## config.mk

```make
export PLATFORM = sky130hd
export DESIGN_NAME = serial_adder_ctrl
export DESIGN_NICKNAME = d
export VERILOG_FILES = /design/src/rtl/serial_adder_ctrl.sv
export SDC_FILE = /design/constraint.sdc
export NUM_CORES = 1
export LEC_CHECK = 0
export BUFFER_PORTS_ARGS = -buffer_cell sky130_fd_sc_hd__buf_2
export CAP_MARGIN = 30
export CORE_ASPECT_RATIO = 0.9
export CORE_MARGIN = 2
export CORE_UTILIZATION = 59
export CTS_BUF_LIST = sky130_fd_sc_hd__clkbuf_2 sky130_fd_sc_hd__clkbuf_4 sky130_fd_sc_hd__clkbuf_8
export DETAILED_ROUTE_END_ITERATION = 6
export PLACE_DENSITY = 0.87
export SLEW_MARGIN = 20
export SYNTH_ARGS = -nofsm -noshare
export SYNTH_HDL_FRONTEND = slang
export SYNTH_SLANG_ARGS = --single-unit
```

## constraint.sdc

```tcl
create_clock -name clk_i -period 1.93 [get_ports clk_i]
set_input_delay 0.2895 -clock clk_i [delete_from_list [all_inputs] [get_ports clk_i]]
set_output_delay 0.2895 -clock clk_i [all_outputs]
set_load 0.03 [all_outputs]
```

## src/rtl/serial_adder_ctrl.sv

```systemverilog
// Bit-serial adder sequencer driving one external full-adder cell, LSB first, one bit per clock.
// Define SERIAL_ADDER_OVF_EN to add the signed-overflow output ovf_o.
module serial_adder_ctrl #(
  parameter int WIDTH = 8
) (
  input  logic             clk_i,
  input  logic             rst_i,
  input  logic             start_i,
  input  logic [WIDTH-1:0] op_a_i,
  input  logic [WIDTH-1:0] op_b_i,
  input  logic             c_in_i,
  output logic             busy_o,
  output logic             done_o,
  output logic [WIDTH-1:0] sum_o,
  output logic             c_out_o,
`ifdef SERIAL_ADDER_OVF_EN
  output logic             ovf_o,
`endif
  output logic             fa_a_o,
  output logic             fa_b_o,
  output logic             fa_c_o,
  input  logic             fa_f_i,
  input  logic             fa_c_i
);

  localparam int            CW   = $clog2(WIDTH) + 1;
  localparam logic [CW-1:0] LAST = CW'(WIDTH - 1);

  localparam logic [1:0] S_IDLE = 2'd0;
  localparam logic [1:0] S_RUN  = 2'd1;
  localparam logic [1:0] S_FIN  = 2'd2;

  logic [1:0]       state_q, state_d;
  logic [CW-1:0]    cnt_q, cnt_d;
  logic [WIDTH-1:0] a_q, a_d, b_q, b_d, sum_q, sum_d;
  logic             carry_q, carry_d, cout_q, cout_d;
  logic             busy_q, busy_d, done_q, done_d;
`ifdef SERIAL_ADDER_OVF_EN
  logic             ovf_q, ovf_d;
`endif

  logic run;
  assign run = (state_q == S_RUN);

  // Adder-side bits come straight from flops so the external cell never sees a comb loop.
  assign fa_a_o = run & a_q[0];
  assign fa_b_o = run & b_q[0];
  assign fa_c_o = run & carry_q;

  always_comb begin
    state_d = state_q;
    cnt_d   = cnt_q;
    a_d     = a_q;
    b_d     = b_q;
    carry_d = carry_q;
    sum_d   = sum_q;
    cout_d  = cout_q;
`ifdef SERIAL_ADDER_OVF_EN
    ovf_d   = ovf_q;
`endif
    case (state_q)
      S_IDLE: begin
        if (start_i) begin
          a_d     = op_a_i;
          b_d     = op_b_i;
          carry_d = c_in_i;
          cnt_d   = '0;
          sum_d   = '0;
          cout_d  = 1'b0;
`ifdef SERIAL_ADDER_OVF_EN
          ovf_d   = 1'b0;
`endif
          state_d = S_RUN;
        end
      end
      S_RUN: begin
        sum_d   = {fa_f_i, sum_q[WIDTH-1:1]};
        carry_d = fa_c_i;
        a_d     = a_q >> 1;
        b_d     = b_q >> 1;
        cnt_d   = cnt_q + CW'(1);
        if (cnt_q == LAST) begin
          cout_d  = fa_c_i;
`ifdef SERIAL_ADDER_OVF_EN
          // carry_q is the carry into the MSB on this last bit
          ovf_d   = carry_q ^ fa_c_i;
`endif
          state_d = S_FIN;
        end
      end
      S_FIN:   state_d = S_IDLE;
      default: state_d = S_IDLE;
    endcase
    busy_d = (state_d == S_RUN) || (state_d == S_FIN);
    done_d = (state_q == S_FIN);
  end

  always_ff @(posedge clk_i) begin
    if (rst_i) begin
      state_q <= S_IDLE;
      cnt_q   <= '0;
      a_q     <= '0;
      b_q     <= '0;
      carry_q <= 1'b0;
      sum_q   <= '0;
      cout_q  <= 1'b0;
      busy_q  <= 1'b0;
      done_q  <= 1'b0;
`ifdef SERIAL_ADDER_OVF_EN
      ovf_q   <= 1'b0;
`endif
    end else begin
      state_q <= state_d;
      cnt_q   <= cnt_d;
      a_q     <= a_d;
      b_q     <= b_d;
      carry_q <= carry_d;
      sum_q   <= sum_d;
      cout_q  <= cout_d;
      busy_q  <= busy_d;
      done_q  <= done_d;
`ifdef SERIAL_ADDER_OVF_EN
      ovf_q   <= ovf_d;
`endif
    end
  end

  assign busy_o  = busy_q;
  assign done_o  = done_q;
  assign sum_o   = sum_q;
  assign c_out_o = cout_q;
`ifdef SERIAL_ADDER_OVF_EN
  assign ovf_o   = ovf_q;
`endif

endmodule

```

==> results of run 1 <==
==> Yosys cell counts (2+ instances only) <==
cell type	count
a211oi_1	6
a211oi_2	10
a21oi_1	2
a22oi_1	11
and2_1	5
buf_2	7
buf_6	4
clkbuf_1	2
dfxtp_1	34
inv_1	2
nand2_1	2
nand2b_1	2
nand3_1	4
nand4b_1	2
nor2_1	37
nor3_1	2
o22ai_1	5
o2bb2ai_1	9
==> per-stage QoR <==
step	utilization [%]	cell area, um2	power (uW)	worst slack, ps
after floorplan	-	1480	921	519
after global placement	67.1	1630	959	617
after detailed placement	67.1	1630	973	478
after CTS	69.7	1690	1390	225
after global routing	69.7	1690	1450	133
final	69.7	1690	1380	218
==> kinds of logic after synthesis <==
logic type	Yosys count
compound gates	47
fa+ha+maj	1
buf+inv	16
flops	34
simple gates	59
==> metal layers <==
layer / part of all wire [%] / routed length [um] / vias to the layer above / global-route usage (%)
li1: - / - / 629 / -
met1: 43 / 1470 / 648 / 30.6
met2: 48 / 1630 / 39 / 42.2
met3: 6.7 / 228 / 6 / 10.4
met4: 1.7 / 57 / 0 / 10.1
met5: 0 / 0 / - / 0
==> state kept, by name, indices dropped and copies added (netlist names) <==
signal   cells
b_q          8
cnt_q        4
c_out_o      1
busy_o       1
state_q      2
carry_q      1
sum_o        8
done_o       1
a_q          8
==> report_power, final <==
group	total, uW	switching [uW]	internal, uW
sequential	761	22.2	739
combinational	197	117	79.8
clock	427	252	175
total	1380	391	994
==> how the worst min path moves through the flow <==
stage | to | cells past startpoint
after floorplan | c_out_o | 2
after global placement | sum_o[0] | 2
after detailed placement | sum_o[0] | 2
after CTS | b_q[7] | 3
after global routing | a_q[7] | 3
final | a_q[7] | 3
==> layout make-up <==
| type | instances | share of cell area (%) |
|---|---|---|
| sequential | 34 | 40.3 |
| clock buffer | 6 | 3.03 |
| clock inverter | 2 | 0.740 |
| timing repair buffer | 39 | 12.1 |
| multi-input combinational | 107 | 41.3 |
| tap | 28 | 2.07 |
| inverter | 2 | 0.444 |
==> critical path, stage by stage, from the launching register on <==
cell and delay, ps:
dfxtp_1 390, nor2b_1 320, and2_1 180, buf_2 190
==> metrics.yaml, run 1 <==
critical_path:
  cp_data_required_time_ps: 1640
  timing.critical_path.to: "fa_c_o"
  cp-startpoint: "state_q[0]"
  worstReg2RegStart: "state_q[0]"
  arrival_ps: 1420
  path_class: "reg -> out"
  ff2ff_path_depth: 5
  crit_path_end_kind: "output pin"
  start_kind: "register"
  r2r-end: "b_q[6]"
  regToRegSetupSlack_ps: 450
  cp_max_fo: 4
logic_synthesis:
  ys.flop_type: "dfxtp_1"
  yosys-top-cells-area: "dfxtp_1, nor2_1, a211oi_2"
  yosysSeqAreaShare_pct: 46.1
  syn_nets: 180
  postSynthCellCount: 157
  async_reset_ff_share_pct: 0
  yosys.area.top_type: "dfxtp_1"
  synth_warnings: 0
  postSynthAreaPerCell_um2: 9.41
  muxShareOfSynthArea_pct: 0
  synth_xor_area_share_pct: 0
  synth-adder-area-share_pct: 0.847
  syn_area_um2: 1480
  yosysTopAreaCellShare_pct: 46.1
  synth_top_family_by_area: "compound AO/OA/AOI/OAI gates"
  synth_simple_gate_area_share_pct: 18.6
  synth-edff-count: 0
  synth_seq_cells: 34
  synth_compound_area_share_pct: 27.8
  synth_cell_types: 29
clock_network:
  clk_path_buf_depth: 2
  clk_latency_ps: 350
  cts-resized-gates: 0
  clkTransAtPathRegs_ps: 110
  cts_setup_buffers: 0
  numCtsBuffers: 5
  cts_tree: "done"
  clkSinkCount: 34
  htree_levels: 2
  cts_root_buf: "clkbuf_4"
  cts_hold_buffers: 0
layout:
  area.growth.synth_to_final_pct: 14.4
  multi_input_area_um2: 698
  layout-drive-gt1-share_pct: 30.5
  n_antenna_cell: 0
  final_cell_mix: "nor2_1, buf_2, dfxtp_1, a22oi_1, a211oi_2"
  final_cells: 218
  seq_area_um2: 681
  fin_nets: 212
  fillers: 190
  layout_commonest_cell: "nor2_1"
die:
  rows: 17
  boundaryPins: 36
  die_area_um2: 2920
  die_w_um: 56.8
  initial_core_util_pct: 60.9
  die_y_um: 51.5
  core_area_um2: 2420
sta:
  tightest_slew_ps: 689
  period_share_pct: 88.7
  finalClockSkew_ps: 7.21
  rsz0062_at_grt: "false"
  drv_slew: 0
  setup_violations: 0
  clock.fmax_mhz: 584
  slew_headroom_pct: 54.1
  hold_ws_ps: 172
  finalCriticalPeriod_ps: 1710
  finalSetupTns_ps: 0
  hold_viol_final: 0
drt:
  drc_errors: 0
  viasPerCell: 6.06
  drtIter0Drc: 60
  first_pass_iters: 4
  totalWireLength_mm: 3.39
  via_count: 1322
  antenna_left: 0
  wl_per_cell_um: 15.5
pwr:
  powerDensity_nw_per_um2: 819
  p_leak_uw: 0.000718
  ir_drop_mv: 0.673
placement:
  place_congestion: 0.814
  numPortBuffers: 35
  placed_cells: 210
  place_hpwl_mm: 2.39
global_routing:
  grt_max_degree: 35
  track_usage_pct: 25.9
  grt.overflow.total: 0
  antenna_found_initial: 0
  first_global_vias: 1194
  grt_pass1_wl_mm: 5.59
status:
  outcome: "finished clean"
worst_hold_path:
  worstHoldStart: "op_a_i[7]"
  hp-class: "in -> reg"
run:
  cap_violations: 0
No activity file was read; power rests on OpenSTA's default activity.
==> run 2: changes to the inputs <==
Settings changed: REMOVE_ABC_BUFFERS from default to 1.
==> run 2 against run 1 <==
Compared with the run above: register-to-register slack is essentially flat; power grew 17%; cell area up 3.0%; die area did not move; non-clock buffer count did not move; sequential power is essentially flat; critical path depth unchanged; first-iteration DRC count decreased by 18%; critical path type unchanged; largest cell class unchanged; highest routed layer unchanged.
==> metrics.yaml, run 2 (same netlist as run 1, synthesis figures left out) <==
status:
  outcome: "finished clean"  # unchanged
pwr:
  powerDensity_nw_per_um2: 933  # was 819 nW/um2
  p_leak_uw: 0.000743  # was 0.000718 uW
  ir_drop_mv: 0.894  # was 0.673 mV
  p_total_uw: 1620  # was 1380 uW
drt:
  antenna_left: 0  # unchanged
  wl_per_cell_um: 14.3  # was 15.5 um
  drtIter0Drc: 49  # was 60
  via_count: 1284  # was 1,322
  drc_errors: 0  # unchanged
  totalWireLength_mm: 3.13  # was 3.39 mm
  first_pass_iters: 4  # unchanged
  viasPerCell: 5.89  # was 6.06
die:
  boundaryPins: 36  # unchanged
  initial_core_util_pct: 60.9  # unchanged
  die_y_um: 51.5  # unchanged
  core_area_um2: 2420  # unchanged
  die_w_um: 56.8  # unchanged
  die_area_um2: 2920  # unchanged
  rows: 17  # unchanged
critical_path:
  path_class: "reg -> out"  # unchanged
  worstPathCellList: "nor2b_2, and2_1, buf_2"  # was nor2b_1, and2_1, buf_2
  critical_path.top_delay_family: "flip-flops"  # was simple AND/OR/NAND/NOR gates
  cp_data_required_time_ps: 1640  # about the same
  arrival_ps: 1450  # was 1420 ps
  regToRegSetupSlack_ps: 450  # about the same
  slowest_delay_ps: 490  # was 390 ps
  cp.buffers_inverters: 1  # unchanged
  cp_max_fo: 9  # was 4
  critPathSlowestCell: "dfxtp_1"  # unchanged
  crit_path_end_kind: "output pin"  # unchanged
  start_kind: "register"  # unchanged
layout:
  fillers: 192  # was 190
  fin_nets: 212  # unchanged
  design_area_um2: 1740  # was 1690 um2
  layout_commonest_cell: "nor2_1"  # unchanged
  area.growth.synth_to_final_pct: 17.8  # was 14.4%
  final_cell_mix: "nor2_1, buf_2, dfxtp_1, a22oi_1, a211oi_2"  # unchanged
  layout-drive-gt1-share_pct: 31.1  # was 30.5%
  n_antenna_cell: 0  # unchanged
global_routing:
  grt_pass1_wl_mm: 5.22  # was 5.59 mm
  grt_max_degree: 26  # was 35
  track_usage_pct: 23.4  # was 25.9%
  first_global_vias: 1224  # was 1,194
  antenna_found_initial: 0  # unchanged
  grt.overflow.total: 0  # unchanged
clock_network:
  clkSinkCount: 34  # unchanged
  clkTransAtPathRegs_ps: 90  # was 110 ps
  numCtsBuffers: 5  # unchanged
  clk_latency_ps: 330  # was 350 ps
  clk_path_buf_depth: 2  # unchanged
  cts_tree: "done"  # unchanged
  cts_root_buf: "clkbuf_4"  # unchanged
  htree_levels: 2  # unchanged
placement:
  placed_cell_area_um2: 1630  # unchanged
  place_hpwl_mm: 2.14  # was 2.39 mm
  numPortBuffers: 35  # unchanged
  dp_slack_ps: 463  # was 478 ps
  place_congestion: 0.770  # was 0.814
sta:
  finalCriticalPeriod_ps: 1740  # was 1710 ps
  hold_viol_final: 0  # unchanged
  clock.fmax_mhz: 574  # was 584 MHz
  layout_setup_ws_ps: 188  # was 218 ps
  tightest_slew_ps: 583  # was 689 ps
  setup_violations: 0  # unchanged
  slew_headroom_pct: 61.1  # was 54.1%
  drv_slew: 0  # unchanged
  rsz0062_at_grt: "false"  # unchanged
  finalClockSkew_ps: 7.93  # was 7.21 ps
  period_share_pct: 90.2  # was 88.7%
  finalSetupTns_ps: 0  # unchanged
run:
  cap_violations: 0  # unchanged
worst_hold_path:
  hp-class: "in -> reg"  # unchanged
## run 2: cell type report
| type | count | area (um2) | area share (%) |
|---|---|---|---|
| Timing Repair Buffer | 39 | 205 | 11.8 |
| Clock inverter | 2 | 60.1 | 3.45 |
| Tap cell | 28 | 35.0 | 2.01 |
| Multi-Input combinational cell | 107 | 701 | 40.3 |
| Clock buffer | 6 | 51.3 | 2.95 |
| Sequential cell | 34 | 681 | 39.1 |
| Inverter | 2 | 7.51 | 0.431 |
## run 2: worst reg2reg max path, stage by stage (launching register included)
cell and delay [ps]:
dfxtp_1 490, o21ba_1 410, buf_4 240, nor2_1 60
a211oi_1 210
## run 2: path summary, 6_finish.rpt
kind	depth (start not counted)	startpoint	to
setup / recovery	3	state_q[0]	fa_a_o
hold / removal	3	fa_c_i	c_out_o
setup reg to reg	4	state_q[0]	a_q[1]
hold reg to reg	2	a_q[2]	a_q[2]
## run 2: per-stage QoR
stage                     hold WS, ps  utilization (%)  std cells
final                             210             71.8        218
after global routing              200             71.8        218
after CTS                         193             71.7        218
after detailed placement          485             67.1        210
after global placement            482             67.1        210
after floorplan                   354                -        143
## run 2: layer usage
layer,up-vias,global-route usage (%),wire length [um],share of wire (%)
li1,631,-,-,-
met1,610,26.8,1350,43
met5,-,0,0,0
met4,0,11.6,47,1.5
met3,7,5.57,145,4.6
met2,36,41.1,1590,51
## run 2: where the power goes
group / leakage, uW / total, uW / switching (uW) / internal [uW]
sequential: 0.000279 / 762 / 22.7 / 739
clock: 0.0000585 / 670 / 231 / 439
combinational: 0.000405 / 191 / 111 / 79.8
total: 0.000743 / 1620 / 365 / 1260
## run 2: repair_timing
item,4_1_cts,5_1_grt
hold buffers,0,0
buffers inserted,0,0
endpoints found under the setup margin,0,1
gates resized for setup,0,1
